## src/rtl/motoro_sixstep_if.sv

```systemverilog
// Control inputs and gate-drive outputs of the six-step generator.
interface motoro_sixstep_if #(
  parameter int FREQ_W = 10
);
  logic              m3start;
  logic              m3stop;
  logic              m3dir;
  logic [FREQ_W-1:0] m3freq;
  logic              aHP, bHP, cHP;
  logic              aLN, bLN, cLN;
  logic [2:0]        m3step;
  logic              m3stepPulse;
  logic              m3running;
  logic              m3atSpeed;

  modport master (
    output m3start, m3stop, m3dir, m3freq,
    input  aHP, bHP, cHP, aLN, bLN, cLN,
    input  m3step, m3stepPulse, m3running, m3atSpeed
  );

  modport slave (
    input  m3start, m3stop, m3dir, m3freq,
    output aHP, bHP, cHP, aLN, bLN, cLN,
    output m3step, m3stepPulse, m3running, m3atSpeed
  );
endinterface

```

## src/rtl/motoro_sixstep_gen.sv

```systemverilog
// Six-step three-phase commutation generator with soft-start ramp,
// direction select and per-switch turn-on dead time.
module motoro_sixstep_gen #(
  parameter int FREQ_W     = 10,
  parameter int PRESC      = 500,
  parameter int DEAD       = 25,
  parameter int RAMP_START = 1023,
  parameter int RAMP_STEP  = 8,
  parameter int HP_INV     = 0
) (
  input  logic            clk50mhz,
  input  logic            nReset,
  motoro_sixstep_if.slave io
);
  typedef enum logic [1:0] {IDLE, RAMP, RUN} state_e;

  localparam int PW = (PRESC > 1) ? $clog2(PRESC) : 1;
  localparam int DW = (DEAD > 1) ? $clog2(DEAD) : 1;
  localparam logic [FREQ_W-1:0] RS = FREQ_W'(RAMP_START);
  localparam logic [FREQ_W-1:0] RD = FREQ_W'(RAMP_STEP);
  localparam logic [PW-1:0] PMAX = PW'(PRESC - 1);
  localparam logic [DW-1:0] DMAX = DW'(DEAD - 1);
  localparam logic HPI = (HP_INV != 0);

  state_e            state_q, state_d;
  logic              dir_q, dir_d;
  logic [PW-1:0]     presc_q, presc_d;
  logic [FREQ_W-1:0] cnt_q, cnt_d;
  logic [FREQ_W-1:0] period_q, period_d;
  logic [2:0]        step_q, step_d;
  logic              pulse_q, pulse_d;
  logic              run_q, run_d;
  logic              at_q, at_d;
  logic [5:0]        on_q, on_d;
  logic [5:0][DW-1:0] dt_q, dt_d;

  logic              go;
  logic              tick;
  logic [FREQ_W-1:0] dec;
  logic [2:0]        step_nx;
  logic [5:0]        req;

  always_comb begin
    go   = io.m3start && !io.m3stop && (io.m3freq != '0);
    tick = (presc_q == PMAX);
    dec  = (period_q > RD) ? period_q - RD : FREQ_W'(1);
    if (dir_q)
      step_nx = (step_q == 3'd0) ? 3'd5 : step_q - 3'd1;
    else
      step_nx = (step_q == 3'd5) ? 3'd0 : step_q + 3'd1;

    state_d  = state_q;
    dir_d    = dir_q;
    presc_d  = presc_q;
    cnt_d    = cnt_q;
    period_d = period_q;
    step_d   = step_q;
    pulse_d  = 1'b0;

    unique case (state_q)
      IDLE: begin
        presc_d = '0;
        cnt_d   = '0;
        step_d  = '0;
        if (go) begin
          state_d  = RAMP;
          dir_d    = io.m3dir;
          period_d = (io.m3freq > RS) ? io.m3freq : RS;
        end
      end
      default: begin
        if (!go) begin
          state_d = IDLE;
          presc_d = '0;
          cnt_d   = '0;
          step_d  = '0;
        end else if (tick) begin
          presc_d = '0;
          if (cnt_q == period_q - FREQ_W'(1)) begin
            cnt_d   = '0;
            step_d  = step_nx;
            pulse_d = 1'b1;
            // ramp ends once the target is reached or overtaken
            if (state_q == RUN || io.m3freq >= dec) begin
              state_d  = RUN;
              period_d = io.m3freq;
            end else begin
              period_d = dec;
            end
          end else begin
            cnt_d = cnt_q + FREQ_W'(1);
          end
        end else begin
          presc_d = presc_q + PW'(1);
        end
      end
    endcase

    run_d = (state_d != IDLE);
    at_d  = (state_d == RUN);
  end

  // req = {cLN, bLN, aLN, cHP, bHP, aHP}
  always_comb begin
    req = '0;
    if (state_q != IDLE) begin
      unique case (step_q)
        3'd0:    req = 6'b010_001;
        3'd1:    req = 6'b100_001;
        3'd2:    req = 6'b100_010;
        3'd3:    req = 6'b001_010;
        3'd4:    req = 6'b001_100;
        3'd5:    req = 6'b010_100;
        default: req = '0;
      endcase
    end
  end

  always_comb begin
    for (int i = 0; i < 6; i++) begin
      on_d[i] = 1'b0;
      dt_d[i] = '0;
      if (req[i] && state_d != IDLE) begin
        if (on_q[i] || dt_q[i] == DMAX)
          on_d[i] = 1'b1;
        else
          dt_d[i] = dt_q[i] + DW'(1);
      end
    end
  end

  always_ff @(posedge clk50mhz or negedge nReset) begin
    if (!nReset) begin
      state_q  <= IDLE;
      dir_q    <= 1'b0;
      presc_q  <= '0;
      cnt_q    <= '0;
      period_q <= '0;
      step_q   <= '0;
      pulse_q  <= 1'b0;
      run_q    <= 1'b0;
      at_q     <= 1'b0;
      on_q     <= '0;
      dt_q     <= '0;
    end else begin
      state_q  <= state_d;
      dir_q    <= dir_d;
      presc_q  <= presc_d;
      cnt_q    <= cnt_d;
      period_q <= period_d;
      step_q   <= step_d;
      pulse_q  <= pulse_d;
      run_q    <= run_d;
      at_q     <= at_d;
      on_q     <= on_d;
      dt_q     <= dt_d;
    end
  end

  assign io.aHP         = on_q[0] ^ HPI;
  assign io.bHP         = on_q[1] ^ HPI;
  assign io.cHP         = on_q[2] ^ HPI;
  assign io.aLN         = on_q[3];
  assign io.bLN         = on_q[4];
  assign io.cLN         = on_q[5];
  assign io.m3step      = step_q;
  assign io.m3stepPulse = pulse_q;
  assign io.m3running   = run_q;
  assign io.m3atSpeed   = at_q;
endmodule
```

## src/flat_wrapper.sv

```systemverilog
// flat-port wrapper written by rule: the top's interface ports become plain ports
module motoro_sixstep_gen_flat 
#(
  parameter int FREQ_W     = 10,
  parameter int PRESC      = 500,
  parameter int DEAD       = 25,
  parameter int RAMP_START = 1023,
  parameter int RAMP_STEP  = 8,
  parameter int HP_INV     = 0
)
  (clk50mhz, nReset, io_m3start, io_m3stop, io_m3dir, io_m3freq, io_aHP, io_bHP, io_cHP, io_aLN, io_bLN, io_cLN, io_m3step, io_m3stepPulse, io_m3running, io_m3atSpeed);
  motoro_sixstep_if #(.FREQ_W(FREQ_W)) io_i ();
  input  logic clk50mhz;
  input  logic nReset;
  input wire logic [$bits(io_i.m3start)-1:0] io_m3start;
  input wire logic [$bits(io_i.m3stop)-1:0] io_m3stop;
  input wire logic [$bits(io_i.m3dir)-1:0] io_m3dir;
  input wire logic [$bits(io_i.m3freq)-1:0] io_m3freq;
  output wire logic [$bits(io_i.aHP)-1:0] io_aHP;
  output wire logic [$bits(io_i.bHP)-1:0] io_bHP;
  output wire logic [$bits(io_i.cHP)-1:0] io_cHP;
  output wire logic [$bits(io_i.aLN)-1:0] io_aLN;
  output wire logic [$bits(io_i.bLN)-1:0] io_bLN;
  output wire logic [$bits(io_i.cLN)-1:0] io_cLN;
  output wire logic [$bits(io_i.m3step)-1:0] io_m3step;
  output wire logic [$bits(io_i.m3stepPulse)-1:0] io_m3stepPulse;
  output wire logic [$bits(io_i.m3running)-1:0] io_m3running;
  output wire logic [$bits(io_i.m3atSpeed)-1:0] io_m3atSpeed;
  assign io_i.m3start = io_m3start;
  assign io_i.m3stop = io_m3stop;
  assign io_i.m3dir = io_m3dir;
  assign io_i.m3freq = io_m3freq;
  assign io_aHP = io_i.aHP;
  assign io_bHP = io_i.bHP;
  assign io_cHP = io_i.cHP;
  assign io_aLN = io_i.aLN;
  assign io_bLN = io_i.bLN;
  assign io_cLN = io_i.cLN;
  assign io_m3step = io_i.m3step;
  assign io_m3stepPulse = io_i.m3stepPulse;
  assign io_m3running = io_i.m3running;
  assign io_m3atSpeed = io_i.m3atSpeed;
  motoro_sixstep_gen #(.FREQ_W(FREQ_W), .PRESC(PRESC), .DEAD(DEAD), .RAMP_START(RAMP_START), .RAMP_STEP(RAMP_STEP), .HP_INV(HP_INV)) u_core (.clk50mhz(clk50mhz), .nReset(nReset), .io(io_i));
endmodule
```

## config.mk

```make
export PLATFORM = sky130hd
export DESIGN_NAME = motoro_sixstep_gen_flat
export DESIGN_NICKNAME = d
export VERILOG_FILES = /design/src/rtl/motoro_sixstep_if.sv /design/src/rtl/motoro_sixstep_gen.sv /design/src/flat_wrapper.sv
export SDC_FILE = /design/constraint.sdc
export NUM_CORES = 1
export LEC_CHECK = 0
export ABC_CLOCK_PERIOD_IN_PS = 6600
export BUFFER_PORTS_ARGS = -buffer_cell sky130_fd_sc_hd__clkbuf_2
export CAP_MARGIN = 15
export CORE_AREA = 8 8 94 96
export DETAILED_ROUTE_END_ITERATION = 8
export DIE_AREA = 0 0 102 104
export PLACE_DENSITY = 0.81
export SLEW_MARGIN = 10
export SYNTH_ARGS = -nofsm -noshare
export SYNTH_HDL_FRONTEND = slang
export SYNTH_SLANG_ARGS = --single-unit
```

## constraint.sdc

```tcl
create_clock -name clk50mhz -period 6.6 [get_ports clk50mhz]
set_input_delay 1.65 -clock clk50mhz [delete_from_list [all_inputs] [get_ports clk50mhz]]
set_output_delay 1.65 -clock clk50mhz [all_outputs]
set_load 0.05 [all_outputs]
```

==> metrics.csv <==
metric,value,unit
max-cap viol count,0,
Post-CTS Resized,0,
"Cell Chain, Critical Path","nor4_2, nand2_1, a21oi_1, nand2b_1, ha_1, o211ai_1, a21oi_1, a2111oi_0, o211a_1, nor2_1, a221oi_1, a21oi_1",
Final period util,58.08,%
vias in the first global route,3211,
Ports,27,
First-pass DRT Iterations,4,
antenna violations before repair,0,
CTS tree,yes,
Detailed Place HPWL,6.227,mm
postcts setup bufs,0,
CP max-delay cell,o211a_1,
hold buffer count at cts,0,
Async SR Flop Fraction,100.0,%
pin count of the biggest net entering global routing,75,
most frequent cell after synthesis,dfrtp_1,
Core Footprint,7447,um^2
Top Layer Used,met4,
Tmin final,3.834,ns
Die Footprint,10610,um^2
WS Path Type,flop to flop,
Max-slew headroom,28.13,%
max incr delay on CP,0.59,ns
Critical Path RT,6.80,ns
yosys warns,0,
Syn Nets,497,
CTS Sinks,74,
Num CTS Buffers,9,
Synth Area per Inst,9.464,um^2
Final WS setup,2.766,ns
WL final,8.578,mm
ANT nets after route,0,
via/cell ratio,5.650,
"most used cell, CP",a21oi_1,
Max Fclk,0.2609,GHz
clock root cell,clkbuf_8,
worst slack at placement,2.728,ns
Area contributors post-synth,"dfrtp_1 (43%), ha_1 (8.2%), xor2_1 (6.3%)",
DIE HEIGHT,104,um
"Area growth, synth to finish",9.377,%
pwr/cell area,180.0,nW/um^2
number of cells in the finished layout apart from fillers,585,
dpl cells,569,
DRC,0,
crit path buf inv count,0,
met3 routed WL,294,um
total gr overflow,0,
post-DR wirelength/cell,14.66,um
Rows,32,
Die Wd,102,um
CP max FO,22,
Final Hold Vio Count,0,
"CTS clk-pin slew, worst paths",0.08,ns
classification of the worst-slack hold path,flop to flop,
Setup crit end kind,flop,
global placer's final weighted congestion,0.8578,
Post-Syn Instances,454,
Final TNS setup,0,ns
"area leader, netlist",dfrtp_1,
Initial DRC Count,154,
Layout Nets,521,
maximum clock path buffer count,2,
Initial Utilization,57.69,%
WP data arrival,4.03,ns
GRT Total Usage,16.58,%
Pleak,2.012,nW
Worst-Margin Slew,1.071,ns
first-pass GRT wire length,14.55,mm
ant diodes,0,
Post-synth EDFFs,0,
"Top FF cell, synth",dfrtp_1,
share of layout cells above drive strength 1,12.84,%
unrepaired setup endpoints after global routing,false,
H-tree Lvls,3,
Pwr Total,0.8458,mW
sequential fraction of the synthesis area,43.10,%
Synth Register Bits,74,
CP top delay family,compound AO/OA/AOI/OAI gates,
synthesized area,4297,um^2
Clock Latency Late Sink,0.35,ns
IO buf count,26,
CP startpoint kind,flop,
outcome,"finished, final reports clean",
Yosys cell types,55,
worst IR drop on VDD,103.7,uV
Routed met2 length,4.120,mm
WL met1,3.999,mm
max-slew violations,0,
setup violators final,0,
Synth top area share,43.10,%
Final Skew,0.009400,ns
Post-synth top cells,"dfrtp_1 (74), nor2_1 (72), xor2_1 (31), inv_1 (29), ha_1 (28)",
routed vias,3305,
-- through the flow --
step | instance area (um^2) | hold slack, ns | util [%]
floorplan | 4297 | 0.4521 | -
global placement | 4498 | 0.4724 | 60.40
detailed placement | 4498 | 0.4762 | 60.40
CTS | 4700 | 0.4912 | 63.10
global route | 4700 | 0.5108 | 63.10
finish | 4700 | 0.4893 | 63.10
-- area by class of cell --
class	instances	area, um^2
clock buffers	9	123.9
clock inverters	7	77.57
fillers	612	2748
inverters	29	108.9
multi-input cells	336	2265
flip-flops and latches	74	1852
well taps	102	127.6
repair buffers	28	145.1
-- layout by cell type (no fill, tap or decap), drive strengths merged, types with 4 or more instances in the layout --
master / netlist / layout
dfrtp: 74 / 74
nor2: 72 / 72
clkbuf: 10 / 34
xor2: 31 / 31
inv: 29 / 31
ha: 28 / 28
nand2: 26 / 26
nand3: 23 / 23
xnor2: 22 / 22
a21oi: 17 / 17
o21ai: 12 / 12
nor3: 9 / 9
nand2b: 8 / 8
nor4: 8 / 8
and3: 7 / 7
a41oi: 6 / 6
or2: 5 / 5
nand4: 5 / 5
nor2b: 4 / 4
mux2i: 4 / 4
o211ai: 4 / 4
o21a: 4 / 4
a31oi: 4 / 4
nor4b: 4 / 4
-- per-layer routing --
| layer | global-route usage (%) | up-vias |
|---|---|---|
| met2 | 26.71 | 55 |
| met3 | 3.213 | 16 |
| met5 | 0 | - |
| li1 | - | 1607 |
| met4 | 6.191 | 0 |
| met1 | 21.26 | 1627 |
-- registers in the layout, indices dropped and copies added (netlist names), 2 cells and up --
| register | cells |
|---|---|
| u_core.cnt_q | 10 |
| u_core.dt_q | 30 |
| u_core.io.m3step | 3 |
| u_core.on_q | 6 |
| u_core.period_q | 10 |
| u_core.presc_q | 9 |
| u_core.state_q | 2 |
-- where the power goes --
group	internal (mW)	leakage [nW]	switching [mW]
clock	0.178	0.100	0.177
combinational	0.0105	0.935	0.0220
sequential	0.455	0.977	0.00345
total	0.643	2.01	0.202
-- worst paths after layout --
| path | start | endpoint | slack (ns) | cells after the start |
|---|---|---|---|---|
| min in group asynchronous | nReset | u_core.dt_q[7] | 1.51 | 2 |
| max in group asynchronous | nReset | u_core.io.m3running | 4.50 | 2 |
| setup reg to reg | u_core.period_q[6] | u_core.period_q[1] | 2.77 | 12 |
| hold / removal | u_core.dt_q[5] | u_core.dt_q[5] | 0.49 | 1 |
| hold reg to reg | u_core.dt_q[5] | u_core.dt_q[5] | 0.49 | 1 |
| setup / recovery | u_core.period_q[6] | u_core.period_q[1] | 2.77 | 12 |
-- cell families after synthesis --
logic type | synth area share (%)
buf+inv | 4.193
xor+xnor | 10.80
mux | 1.194
flops | 43.10
simple gates | 21.87
compound gates | 10.69
fa+ha+maj | 8.154
Note: power is estimated with default switching activity, not from simulation.
